===== config.mk =====
export PLATFORM = sky130hd
export DESIGN_NAME = clock_div_prog
export DESIGN_NICKNAME = d
export VERILOG_FILES = /design/src/rtl/clock_div_pkg.sv /design/src/rtl/clock_div_phase_ctr.sv /design/src/rtl/clock_div_prog.sv
export SDC_FILE = /design/constraint.sdc
export NUM_CORES = 1
export LEC_CHECK = 0
export BUFFER_PORTS_ARGS = -buffer_cell sky130_fd_sc_hd__buf_2
export CORE_MARGIN = 1.5
export CORE_UTILIZATION = 35
export CTS_BUF_LIST = sky130_fd_sc_hd__clkbuf_16
export DETAILED_ROUTE_END_ITERATION = 8
export GPL_TIMING_DRIVEN = 0
export SETUP_SLACK_MARGIN = 0.15
export SLEW_MARGIN = 25
export SYNTH_ARGS = -nofsm -noshare
export SYNTH_HDL_FRONTEND = slang
export SYNTH_SLANG_ARGS = --single-unit

===== constraint.sdc =====
create_clock -name clock -period 10.5 [get_ports clock]
set_input_delay 1.05 -clock clock [delete_from_list [all_inputs] [get_ports clock]]
set_output_delay 1.05 -clock clock [all_outputs]
set_load 0.05 [all_outputs]

===== src/rtl/clock_div_pkg.sv =====
// Shared types, defaults and helpers for the programmable clock divider.
package clock_div_pkg;

  localparam int WIDTH_DEFAULT       = 18;
  localparam int DEFAULT_DIV_DEFAULT = 131072;

  typedef logic [WIDTH_DEFAULT-1:0] div_t;

  // ceil(n/2) with one spare bit so n = all-ones cannot overflow.
  function automatic logic [32:0] half_ceil(input logic [31:0] n);
    return ({1'b0, n} + 33'd1) >> 1;
  endfunction

endpackage


===== src/rtl/clock_div_phase_ctr.sv =====
// Phase counter for the clock divider: wrap detection, enable hold and restart.
module clock_div_phase_ctr
  import clock_div_pkg::*;
#(
  parameter int WIDTH = WIDTH_DEFAULT
) (
  input  logic             clock,
  input  logic             reset,
  input  logic             enable,
  input  logic             restart,
  input  logic [WIDTH-1:0] n,
  output logic [WIDTH-1:0] phase,
  output logic [WIDTH-1:0] next_phase,
  output logic             wrap
);

  logic [WIDTH-1:0] last;
  logic             short_n;

  always_comb begin
    short_n = (n <= WIDTH'(1));
    // n = 0 would underflow; halted divider never wraps anyway.
    last    = (n == '0) ? '0 : n - WIDTH'(1);
    wrap    = enable && !restart && (n != '0) && (phase == last);

    next_phase = phase;
    if (restart) begin
      next_phase = '0;
    end else if (enable) begin
      if (short_n || (phase == last)) begin
        next_phase = '0;
      end else begin
        next_phase = phase + WIDTH'(1);
      end
    end
  end

  always_ff @(posedge clock) begin
    if (reset) begin
      phase <= '0;
    end else begin
      phase <= next_phase;
    end
  end

endmodule


===== src/rtl/clock_div_prog.sv =====
// Runtime-programmable clock divider: divided square wave plus one-cycle tick,
// with divisor changes deferred to the period boundary.
module clock_div_prog
  import clock_div_pkg::*;
#(
  parameter int WIDTH       = WIDTH_DEFAULT,
  parameter int DEFAULT_DIV = DEFAULT_DIV_DEFAULT
) (
  input  logic             clock,
  input  logic             reset,
  input  logic             enable,
  input  logic             load,
  input  logic [WIDTH-1:0] div_value,
  input  logic             restart,
  output logic             div_clock,
  output logic             tick,
  output logic             load_pending,
  output logic [WIDTH-1:0] phase
);

  logic [WIDTH-1:0] n_q;
  logic [WIDTH-1:0] pend_q;
  logic [WIDTH-1:0] next_n;
  logic [WIDTH-1:0] pend_next;
  logic [WIDTH-1:0] pend_value;
  logic [WIDTH-1:0] next_phase;
  logic             wrap;
  logic             have_pending;
  logic             apply;
  logic             swap;
  logic             pending_next;
  logic             div_clock_next;
  logic             tick_next;
  logic [32:0]      lo;

  clock_div_phase_ctr #(
    .WIDTH(WIDTH)
  ) u_phase_ctr (
    .clock      (clock),
    .reset      (reset),
    .enable     (enable),
    .restart    (restart),
    .n          (n_q),
    .phase      (phase),
    .next_phase (next_phase),
    .wrap       (wrap)
  );

  always_comb begin
    // A load in the same cycle as the apply edge bypasses the pending register.
    have_pending = load | load_pending;
    pend_value   = load ? div_value : pend_q;
    apply        = restart | wrap | (n_q <= WIDTH'(1));
    swap         = apply & have_pending;
    next_n       = swap ? pend_value : n_q;
    pending_next = have_pending & ~apply;
    pend_next    = load ? div_value : pend_q;
    lo           = half_ceil(32'(next_n));

    div_clock_next = div_clock;
    tick_next      = 1'b0;
    if (restart) begin
      div_clock_next = 1'b0;
    end else if (enable || swap) begin
      if (next_n == '0) begin
        div_clock_next = 1'b0;
      end else if (next_n == WIDTH'(1)) begin
        div_clock_next = 1'b1;
      end else begin
        div_clock_next = (33'(next_phase) >= lo);
      end
      tick_next = enable && (next_n != '0) && (next_phase == next_n - WIDTH'(1));
    end
  end

  always_ff @(posedge clock) begin
    if (reset) begin
      n_q          <= WIDTH'(DEFAULT_DIV);
      pend_q       <= '0;
      load_pending <= 1'b0;
      div_clock    <= 1'b0;
      tick         <= 1'b0;
    end else begin
      n_q          <= next_n;
      pend_q       <= pend_next;
      load_pending <= pending_next;
      div_clock    <= div_clock_next;
      tick         <= tick_next;
    end
  end

endmodule


* Word level (Yosys, flattened, before mapping)
Index checks and enable logic that the tools add are counted.
Word-level totals: register bits 57, input port bits 23, output and inout bits 21
Operators by class: add/subtract/negate cells 4, magnitude comparators 2, equality and inequality tests 3, muxes and demuxes 8, bitwise logic cells 7, reduce and logical (&&, ||, !) cells 14
Operator list (count):
- 18-bit two-way mux | 6
- 18-bit equality test | 2
- 18-bit zero test | 2
- 18-bit nonzero test | 2
- 18-bit by 1-bit subtractor with 18-bit output (second input constant) | 2
- 18-bit by 1-bit adder with 19-bit output (second input constant) | 1
- 18-bit by 1-bit adder with 18-bit output (second input constant) | 1
- 18-bit by 1-bit equality test with 1-bit output (second input constant) | 1
- 18-bit greater-or-equal comparator | 1
- 18-bit by 1-bit less-or-equal comparator with 1-bit output (second input constant) | 1
- 1-bit logical AND | 5
- 1-bit OR | 3
- 3-bit OR reduction | 1
- 1-bit AND | 2
- 1-bit logical OR | 2
- 1-bit two-way mux | 2
- 1-bit inverter | 2
- 2-bit OR reduction | 1
- 1-bit zero test | 1

* Depth between registers and ports, before layout
Gate-level depths: netlist of the first run.
depth in word-level cells 12, depth in mapped cells 32

* Hierarchy
From an unflattened synthesis of the first run, not the netlist that was laid out.
Second synthesis, totals: cells, all modules 643, area, all modules 5188.7 um2
Modules (own cells, without submodules):
- clock_div_prog | times used 1, cells each 402, area an instance 3283.1 um2, sequential area each 780.7 um2
- clock_div_phase_ctr | times used 1, cells each 241, area an instance 1905.6 um2, sequential area each 360.3 um2

* Least setup slack after synthesis of the first run
No wires, ideal clock.
kind register to register, start point register n_q[0], end point register div_clock, library setup time 0.124 ns, arrival 5.790 ns, path slack 4.586 ns, stages on the path, launching flop included 31, path buffers 2, path through dfxtp_1 > inv_1 > ha_1 > nor3b_2 > nand3_2 > or2_1 > buf_2 > o221a_1 > o22ai_2 > o211ai_2 > o41ai_2 > buf_4 > mux2i_1 > inv_1 > ha_1 > o211ai_1 > xnor2_1 > ha_1 > a21o_1 > a21o_1 > a221oi_1 > o21ai_0 > a21o_1 > a21o_1 > a21o_1 > a21oi_1 > nor2b_1 > o21ai_0 > a21oi_1 > a211oi_1 > o31ai_1
Between the ends: longest elaborated chain between the ends 12
RTL lines:
- start, declared | line clock_div_prog.sv:21 | logic [WIDTH-1:0] n_q;
- start signal, assigned | line clock_div_prog.sv:78 | n_q <= WIDTH'(DEFAULT_DIV);
- start signal, assigned | line clock_div_prog.sv:84 | n_q <= next_n;
- 18-bit by 1-bit subtractor with 18-bit output or 18-bit zero test (tied branches) | line clock_div_phase_ctr.sv:23 | last = (n == '0) ? '0 : n - WIDTH'(1);
- 18-bit two-way mux | line clock_div_phase_ctr.sv:23
- 18-bit equality test | line clock_div_phase_ctr.sv:24 | wrap = enable && !restart && (n != '0) && (phase == last);
- 1-bit logical AND | line clock_div_phase_ctr.sv:24
- 1-bit OR (2 in a row) | line clock_div_prog.sv:53 | apply = restart | wrap | (n_q <= WIDTH'(1));
- 1-bit AND | line clock_div_prog.sv:54 | swap = apply & have_pending;
- 18-bit two-way mux (*) | line clock_div_prog.sv:55 | next_n = swap ? pend_value : n_q;
- via next_n[0] | line clock_div_prog.sv:23 | logic [WIDTH-1:0] next_n;
- 18-bit by 1-bit adder with 19-bit output | line clock_div_pkg.sv:11 | return ({1'b0, n} + 33'd1) >> 1;
- 18-bit greater-or-equal comparator | line clock_div_prog.sv:70 | div_clock_next = (33'(next_phase) >= lo);
- 1-bit two-way mux | line clock_div_prog.sv:67 | end else if (next_n == WIDTH'(1)) begin
- 1-bit two-way mux (*) | line clock_div_prog.sv:65 | if (next_n == '0) begin
- end signal, assigned | line clock_div_prog.sv:87 | div_clock <= div_clock_next;
- end, declared | line clock_div_prog.sv:15 | output logic div_clock,
The timed path passes the listed nets; every way through them passes the cells marked *. A chain may end at the register's enable or synchronous reset.

* Worst setup path after layout of the first run
Same ends and word-level chain as after synthesis.

==> qor.csv, run 1 <==
metric;value;unit
drt_iter0_markers;387;
reg2regPathDepth;30;
dieArea;15600;sq um
finalSetupTns;0;ps
seq_area;1140;sq um
dp_hpwl;12.8;mm
gp_congestion;0.883;
insertedDiodeCount;0;
hp-class;flop to flop;
synth_area;5200;sq um
finalNetCount;763;
max_freq;0.138;GHz
synthArstFlopShare;0;%
grt_pass1_wl;25.8;mm
die_x;125;microns
antenna_found_initial;0;
yosys.area.top_type;dfxtp_1;
routed-via-count;5043;
r2r-start;n_q[0]$_SDFF_PP0_;
min_to;pend_q[15]$_SDFF_PP0_;
fin_skew;4.63;ps
worstSetupPathType;flop to flop;
io-pin-count;44;
grtUsageTotal;21.3;%
drv_cap;0;
maxSlewViolCount;0;
wl;16.3;mm
synth-warning-count;0;
hold_depth;2;
overflow;0;
syn_to_final_growth;14.1;%
path_max_fanout;10;
cp-start-kind;flop;
wl_per_cell;18.0;microns
synthCells;663;
clkLatencyLatePin;350;ps
status;finished clean;
crit_path_top_delay_cell;nor3b_2;
htree_levels;3;
power_density;129;nW/um^2
cts_root_buf;clkbuf_16;
period_share;69.1;%
critPathRequiredTime;10720;ps
stdcell_count;904;
cts_sinks;57;
num_rows;44;
cts_setup_buffers;0;
start_util;35.8;%
peakVddDrop;103;uV
portBuffers;41;
grt_pass1_vias;4598;
crit_top_cell;a21o_1;
synth_seq_cells;57;
drc;0;
end_kind;flop;
cp.arrival;7480;ps
reg2reg_slack;3250;ps
placedCellCount;888;
core-area;14500;sq um
clockBufferDepth;2;
ctsResizeCount;0;
final-hold-violation-count;0;
clk_pin_slew;50;ps
drive_gt1_share;13.9;%
avgSynthCellArea;7.85;sq um
synth_flop_cell;dfxtp_1;
rsz0062_at_grt;false;
synth_edf_count;0;
synth_fp_nets;711;
first_pass_iters;5;
ys_seq_area_share;21.9;%
r2r_end;div_clock$_SDFFE_PP0N_;
tritoncts;yes;
fin_crit;7250;ps
max_stage_delay;550;ps
vias_per_cell;5.58;
numCtsBuffers;9;
die_h;125;microns
postCtsHoldBufs;0;
synthTopCellsByArea;dfxtp_1, xnor2_1, mux2i_1;
max-slew-margin-rel;29.6;%
finalSetupViolations;0;
fillers;1531;
synth_cell_types;72;
worst_slew_pin_slew;1050;ps
p_leak;2.42;nW
synth_top_area_share;21.9;%
postRouteAntennaNets;0;
hold_start;pend_q[15]$_SDFF_PP0_;
grt_max_degree;12;
multi_input_area;3780;sq um
worst max-delay path by stage:
| stage | to | from | slack (ps) |
|---|---|---|---|
| 3_3_place_gp | div_clock$_SDFFE_PP0N_ | n_q[0]$_SDFF_PP0_ | 3300 |
| 3_5_place_dp | div_clock$_SDFFE_PP0N_ | n_q[0]$_SDFF_PP0_ | 3320 |
| 6_report | div_clock$_SDFFE_PP0N_ | n_q[0]$_SDFF_PP0_ | 3250 |
| 4_1_cts | div_clock$_SDFFE_PP0N_ | n_q[2]$_SDFF_PP0_ | 3290 |
| 2_1_floorplan | div_clock$_SDFFE_PP0N_ | n_q[0]$_SDFF_PP0_ | 4590 |
| 5_1_grt | div_clock$_SDFFE_PP0N_ | n_q[0]$_SDFF_PP0_ | 2740 |
critical path: cells and delay by family (launching register included):
kind	cells	cell delay [ps]
adder cells (fa/ha/maj)	3	840
AO/OA/AOI/OAI	17	3300
multiplexers	1	520
AND/OR/NAND/NOR	4	1100
XOR/XNOR	1	150
flip-flops	1	370
buffers and inverters	4	800
cells by family (layout without fill, tap and decap cells):
kind of cell,after synthesis,in the layout,synth area share (%)
simple gates,279,279,27.2
compound gates,107,107,15.4
xor+xnor,86,86,14.9
buf+inv,63,120,5.39
flops,57,57,21.9
mux,46,46,9.16
fa+ha+maj,25,25,6.01
routing by layer:
layer  part of all wire, %  global-route usage, %  wire length [microns]
met1                    49                   30.8                   8010
met2                    42                   31.7                   6890
met3                   6.8                   4.60                   1100
met4                   1.6                   5.95                    264
met5                     0                      0                      0
layout make-up:
type / instances / area share, %
Buffer: 43 / 3.46
Clock buffer: 9 / 3.80
Clock inverter: 7 / 1.20
Inverter: 20 / 1.27
Multi-Input combinational cell: 543 / 63.7
Sequential cell: 57 / 19.2
Tap cell: 184 / 3.88
Timing Repair Buffer: 41 / 3.46
power by group:
group	switching, mW	total [mW]	internal (mW)	leakage (nW)
registers	0.00564	0.231	0.225	0.465
clock network	0.111	0.294	0.183	0.137
logic	0.144	0.238	0.0937	1.82
flip-flops by register name (all words and copies together) (netlist names):
| register | count |
|---|---|
| tick | 1 |
| n_q | 18 |
| div_clock | 1 |
| pend_q | 18 |
| load_pending | 1 |
| u_phase_ctr.phase | 18 |
cell usage in the layout (no fill, tap or decap), types with 3 or more instances in the layout:
cell,n
a2111oi_0,5
a211oi_1,6
a21o_1,10
a21oi_1,14
a31oi_1,5
and2_1,10
and3_1,9
buf_1,4
buf_2,48
buf_4,3
clkbuf_1,27
clkbuf_16,9
clkinvlp_4,3
dfxtp_1,57
ha_1,25
inv_1,20
mux2_2,10
mux2i_1,35
nand2_1,53
nand2b_1,10
nand3_1,21
nand4_1,18
nor2_1,78
nor2b_1,5
nor3_1,38
nor4_1,8
o211ai_1,6
o21a_1,4
o21ai_0,20
o31ai_1,10
o41ai_2,3
or3_1,6
or4_1,4
xnor2_1,56
xor2_1,28
synthesized netlist by cell type, drive strengths merged (2+ instances only):
library cell  instances
or2                   6
nor2                 78
mux2                 10
nand2                53
inv                  20
and4                  2
a31oi                 5
a21o                 10
nand3                22
nor3                 39
o41ai                 4
a2111oi               6
nand2b               10
and2                 10
nor2b                 5
nor3b                 2
o221a                 2
o32ai                 2
ha                   25
xnor2                57
mux2i                36
a21oi                14
o22ai                 3
o2111a                2
buf                  16
o21a                  4
or3                   7
o31ai                10
clkbuf               27
or4                   5
o211ai                7
a211oi                6
nor4                 10
nand4                18
dfxtp                57
and3                  9
xor2                 28
o21ai                21
per-stage QoR:
step	area, sq um	hold slack, ps	power (mW)	setup slack (ps)	util, %
CTS	5930	502	0.766	3290	40.8
global placement	5640	475	0.468	3300	38.8
detailed placement	5640	491	0.468	3320	38.8
finish	5930	494	0.763	3250	40.8
global route	5930	556	0.801	2740	40.8
floorplan	5200	456	0.413	4590	-
No activity file was read; power rests on OpenSTA's default activity.
==> run 2, diff against run 1 <==
==> constraint.sdc (replaced) <==
create_clock -name clock -period 6.3 [get_ports clock]
set_input_delay 0.63 -clock clock [delete_from_list [all_inputs] [get_ports clock]]
set_output_delay 0.63 -clock clock [all_outputs]
set_load 0.05 [all_outputs]
==> run 2 against run 1 <==
Effect of this change:
- fmax increased by 23%
- worst setup slack got worse by 2900 ps
- global-route usage increased by 0.63 points
- critical endpoint unchanged
==> qor.csv, run 2 (synthesis gave the netlist of run 1 again) <==
metric;value;unit
internal_power;889;uW
overflow;0;
power_switching;471;uW
max-slew-margin-rel;29.5;%
timing.hold.ws;494;ps
power_density;208;nW/um^2
wl;17.1;mm
cts_sinks;57;
mostFrequentLayoutCell;nor2_1;
crit_path_top_delay_cell;dfxtp_4;
postCtsHoldBufs;0;
swShare;34.7;%
worst_slew_pin_slew;1050;ps
seq_power_share;28.5;%
drv_cap;0;
die_h;125;microns
postRouteAntennaNets;0;
clkLatencyLatePin;350;ps
crit_top_cell;a21o_1;
io-pin-count;44;
fin_skew;5.79;ps
cts_root_buf;clkbuf_16;
grtUsageTotal;21.9;%
drc;0;
max_stage_delay;390;ps
critPathRequiredTime;6530;ps
max_freq;0.169;GHz
drt_iter0_markers;396;
top_regs;n_q x18, pend_q x18, u_phase_ctr.phase x18;
core-area;14500;sq um
dieArea;15600;sq um
tritoncts;yes;
final-hold-violation-count;0;
placedCellCount;888;
first_pass_iters;8;
clockBufferDepth;2;
status;finished clean;
htree_levels;3;
start_util;35.8;%
combPwrFrac;35.5;%
drive_gt1_share;24.5;%
portBuffers;41;
grt_pass1_vias;4735;
insertedDiodeCount;0;
stdcell_count;935;
cp-start-kind;flop;
finalSetupViolations;0;
num_rows;44;
rsz0062_at_grt;false;
hp-class;flop to flop;
end_kind;flop;
die_x;125;microns
syn_to_final_growth;25.8;%
path_max_fanout;10;
p_leak;2.66;nW
routed-via-count;5211;
wl_per_cell;18.3;microns
maxSlewViolCount;0;
vias_per_cell;5.57;
grt_pass1_wl;26.5;mm
clk_pin_slew;60;ps
period_share;93.7;%
antenna_found_initial;0;
clockPowerShare;36.0;%
final_cell_mix;nor2_1, xnor2_1, dfxtp_1, nand2_1, buf_2;
finalNetCount;794;
grt_max_degree;12;
worstSetupPathType;flop to flop;
dp_hpwl;12.8;mm
fin_crit;5910;ps
cp.arrival;6140;ps
final_util;45.0;%
numCtsBuffers;9;
gp_congestion;0.883;
peakVddDrop;173;uV
run 2: cell types whose count changed in the layout (fill, tap and decap cells not counted), moves of 4 or more:
cell      previous run  this run
clkbuf_2             0         4
mux2i_1             35        29
inv_1               20        16
a211oi_1             6         2
buf_4                3        36
a211oi_2             0         4
mux2i_4              0         4
inv_2                0         4
clkbuf_1            27        18
nor3_1              38        34
run 2: path summary, 6_finish.rpt:
kind                                       startpoint                endpoint  slack (ps)  cells past startpoint
worst max-delay path                n_q[1]$_SDFF_PP0_  div_clock$_SDFFE_PP0N_         390                     32
worst min-delay path            pend_q[15]$_SDFF_PP0_   pend_q[15]$_SDFF_PP0_         490                      2
worst max register to register      n_q[1]$_SDFF_PP0_  div_clock$_SDFFE_PP0N_         390                     32
worst min register to register  pend_q[15]$_SDFF_PP0_   pend_q[15]$_SDFF_PP0_         490                      2
run 2: repair_timing:
item | 4_1_cts | 5_1_grt
buffers inserted | 17 | 15
gates resized for setup | 39 | 61
pin swaps | 8 | 23
setup endpoints to repair | 1 | 1
run 2: area by class of cell:
type / count / area (sq um)
Sequential cell: 57 / 1150
Clock inverter: 7 / 71.3
Multi-Input combinational cell: 543 / 4110
Timing Repair Buffer: 73 / 445
Tap cell: 184 / 230
Buffer: 42 / 245
Clock buffer: 9 / 225
Inverter: 20 / 75.1
Fill cell: 1474 / 7990
run 2: worst max-delay path, delay by kind of cell, from the launching register on:
family	cells	cell delay [ps]
AO/OA/AOI/OAI	16	2730
adder cells (fa/ha/maj)	2	490
XOR/XNOR	1	130
AND/OR/NAND/NOR	6	870
flip-flops	1	390
multiplexers	1	260
buffers and inverters	6	890
run 2: power groups by stage:
stage	sequential, mW	combinational [mW]	clock (mW)
floorplan	0.393	0.296	0
global placement	0.392	0.388	0
detailed placement	0.392	0.388	0
CTS	0.386	0.440	0.500
global route	0.390	0.519	0.515
finish	0.388	0.483	0.489
run 2: metrics by stage:
| stage | TNS [ps] | power [mW] | instance area, sq um | setup slack, ps |
|---|---|---|---|---|
| after floorplan | 0 | 0.689 | 5200 | 386 |
| after global placement | -901 | 0.780 | 5640 | -901 |
| after detailed placement | -877 | 0.781 | 5640 | -877 |
| after CTS | 0 | 1.33 | 6240 | 169 |
| after global routing | 0 | 1.42 | 6550 | 81.0 |
| final | 0 | 1.36 | 6550 | 394 |
run 2: layer usage:
metal  vias up  share of wire [%]  track usage [%]
met5         -                  0                0
met4         0                2.3             6.55
met2       188                 42             32.6
met3        30                6.7             5.20
li1       2542                  -                -
met1      2451                 49             31.3
==> run 3, diff against run 2 <==
==> constraint.sdc (replaced) <==
create_clock -name clock -period 7 [get_ports clock]
set_input_delay 0.7 -clock clock [delete_from_list [all_inputs] [get_ports clock]]
set_output_delay 0.7 -clock clock [all_outputs]
set_load 0.05 [all_outputs]
==> run 3 against run 2 <==
Effect of this change:
- via count is 3.0% lower
- critical path depth decreased by 3
- combinational power down 20%
- first-iteration DRC count up 2.3%
- sequential power is 11% lower
- sequential share of layout area increased by 1.1 points
- final cell count down 2.0%
- global-route usage decreased by 0.52 points
- count of clock-buffer cells in the layout is the same
- wire length shrank 4.2%
- worst hold slack is essentially flat
- power fell by 14%
- critical endpoint unchanged
- highest routed layer unchanged
==> qor.csv, run 3 (synthesis gave the netlist of run 1 again) <==
metric;value;unit
status;finished clean;
timing.hold.ws;494;ps
worst_slew_pin_slew;971;ps
final_cell_mix;nor2_1, xnor2_1, dfxtp_1, nand2_1, buf_2;
tritoncts;yes;
vias_per_cell;5.52;
power_density;191;nW/um^2
overflow;0;
wl_per_cell;17.9;microns
numCtsBuffers;9;
grtUsageTotal;21.4;%
peakVddDrop;155;uV
io-pin-count;44;
p_leak;2.50;nW
path_max_fanout;10;
grt_pass1_wl;25.9;mm
mostFrequentLayoutCell;nor2_1;
syn_to_final_growth;17.9;%
worstSetupPathType;flop to flop;
cp.arrival;6660;ps
hp-class;flop to flop;
cts_sinks;57;
postCtsHoldBufs;0;
first_pass_iters;5;
finalSetupViolations;0;
use_met3;4.42;%
start_util;35.8;%
final-hold-violation-count;0;
finalNetCount;775;
cts_root_buf;clkbuf_16;
clockBufferDepth;2;
drc;0;
final_util;42.2;%
dieArea;15600;sq um
grt_util_met1;31.1;%
rsz0062_at_grt;false;
crit_path_top_delay_cell;nor4_4;
clkLatencyLatePin;350;ps
grt_use_met2;31.7;%
htree_levels;3;
end_kind;flop;
drive_gt1_share;17.6;%
drv_cap;0;
die_h;125;microns
fin_crit;6430;ps
maxSlewViolCount;0;
num_rows;44;
drt_iter0_markers;405;
clk_pin_slew;50;ps
antenna_found_initial;0;
die_x;125;microns
portBuffers;41;
grt_pass1_vias;4620;
gp_congestion;0.883;
grt_max_degree;12;
wl;16.4;mm
critPathRequiredTime;7230;ps
finalSetupTns;0;ps
top_regs;n_q x18, pend_q x18, u_phase_ctr.phase x18;
insertedDiodeCount;0;
placedCellCount;888;
stdcell_count;916;
postRouteAntennaNets;0;
crit_top_cell;a21o_1;
cp-start-kind;flop;
max_stage_delay;500;ps
dp_hpwl;12.8;mm
busiest_layer;met2;
core-area;14500;sq um
max_freq;0.155;GHz
period_share;91.9;%
total_power;1.17;mW
max-slew-margin-rel;34.7;%
routed-via-count;5054;
fin_skew;4.70;ps
==> run 3: final timing paths <==
check	slack [ps]	endpoint	from	cells after the start
setup / recovery	570	div_clock$_SDFFE_PP0N_	n_q[10]$_SDFF_PP0_	29
hold / removal	490	pend_q[15]$_SDFF_PP0_	pend_q[15]$_SDFF_PP0_	2
setup reg to reg	570	div_clock$_SDFFE_PP0N_	n_q[10]$_SDFF_PP0_	29
hold reg to reg	490	pend_q[15]$_SDFF_PP0_	pend_q[15]$_SDFF_PP0_	2
==> run 3: stage by stage <==
step	instance area [sq um]	worst slack [ps]
after CTS	5980	177
after global routing	6130	159
after floorplan	5200	1090
after global placement	5640	-201
after detailed placement	5640	-177
final	6130	566
==> run 3: metal layers <==
metal | part of all wire [%] | vias up
li1 | - | 2493
met3 | 6.6 | 17
met2 | 43 | 174
met5 | 0 | -
met1 | 49 | 2370
met4 | 1.4 | 0
==> run 3: critical path: cells and delay by family, from the launching register on <==
family / cells / cell delay (ps)
AO/OA/AOI/OAI: 17 / 3220
XOR/XNOR: 1 / 150
adder cells (fa/ha/maj): 2 / 510
buffers and inverters: 4 / 760
flip-flops: 1 / 290
multiplexers: 1 / 330
AND/OR/NAND/NOR: 4 / 1030
==> run 3: final cells by class <==
type | instances | area [sq um]
tap | 184 | 230
fill | 1509 | 8400
buffer | 43 | 211
timing repair buffer | 53 | 295
sequential | 57 | 1140
clock inverter | 7 | 71.3
clock buffer | 9 | 225
inverter | 20 | 75.1
multi-input combinational | 543 | 3880
==> run 3: repair_timing <==
item | 4_1_cts | 5_1_grt
setup buffers | 2 | 10
resized for setup | 5 | 20
pin swaps | 1 | 4
setup endpoints to repair | 1 | 1
==> run 3: where the power goes <==
group	switching [mW]	total (mW)	internal (mW)	leakage, nW
sequential	0.00938	0.347	0.338	0.466
clock	0.167	0.440	0.274	0.137
combinational	0.224	0.384	0.160	1.90
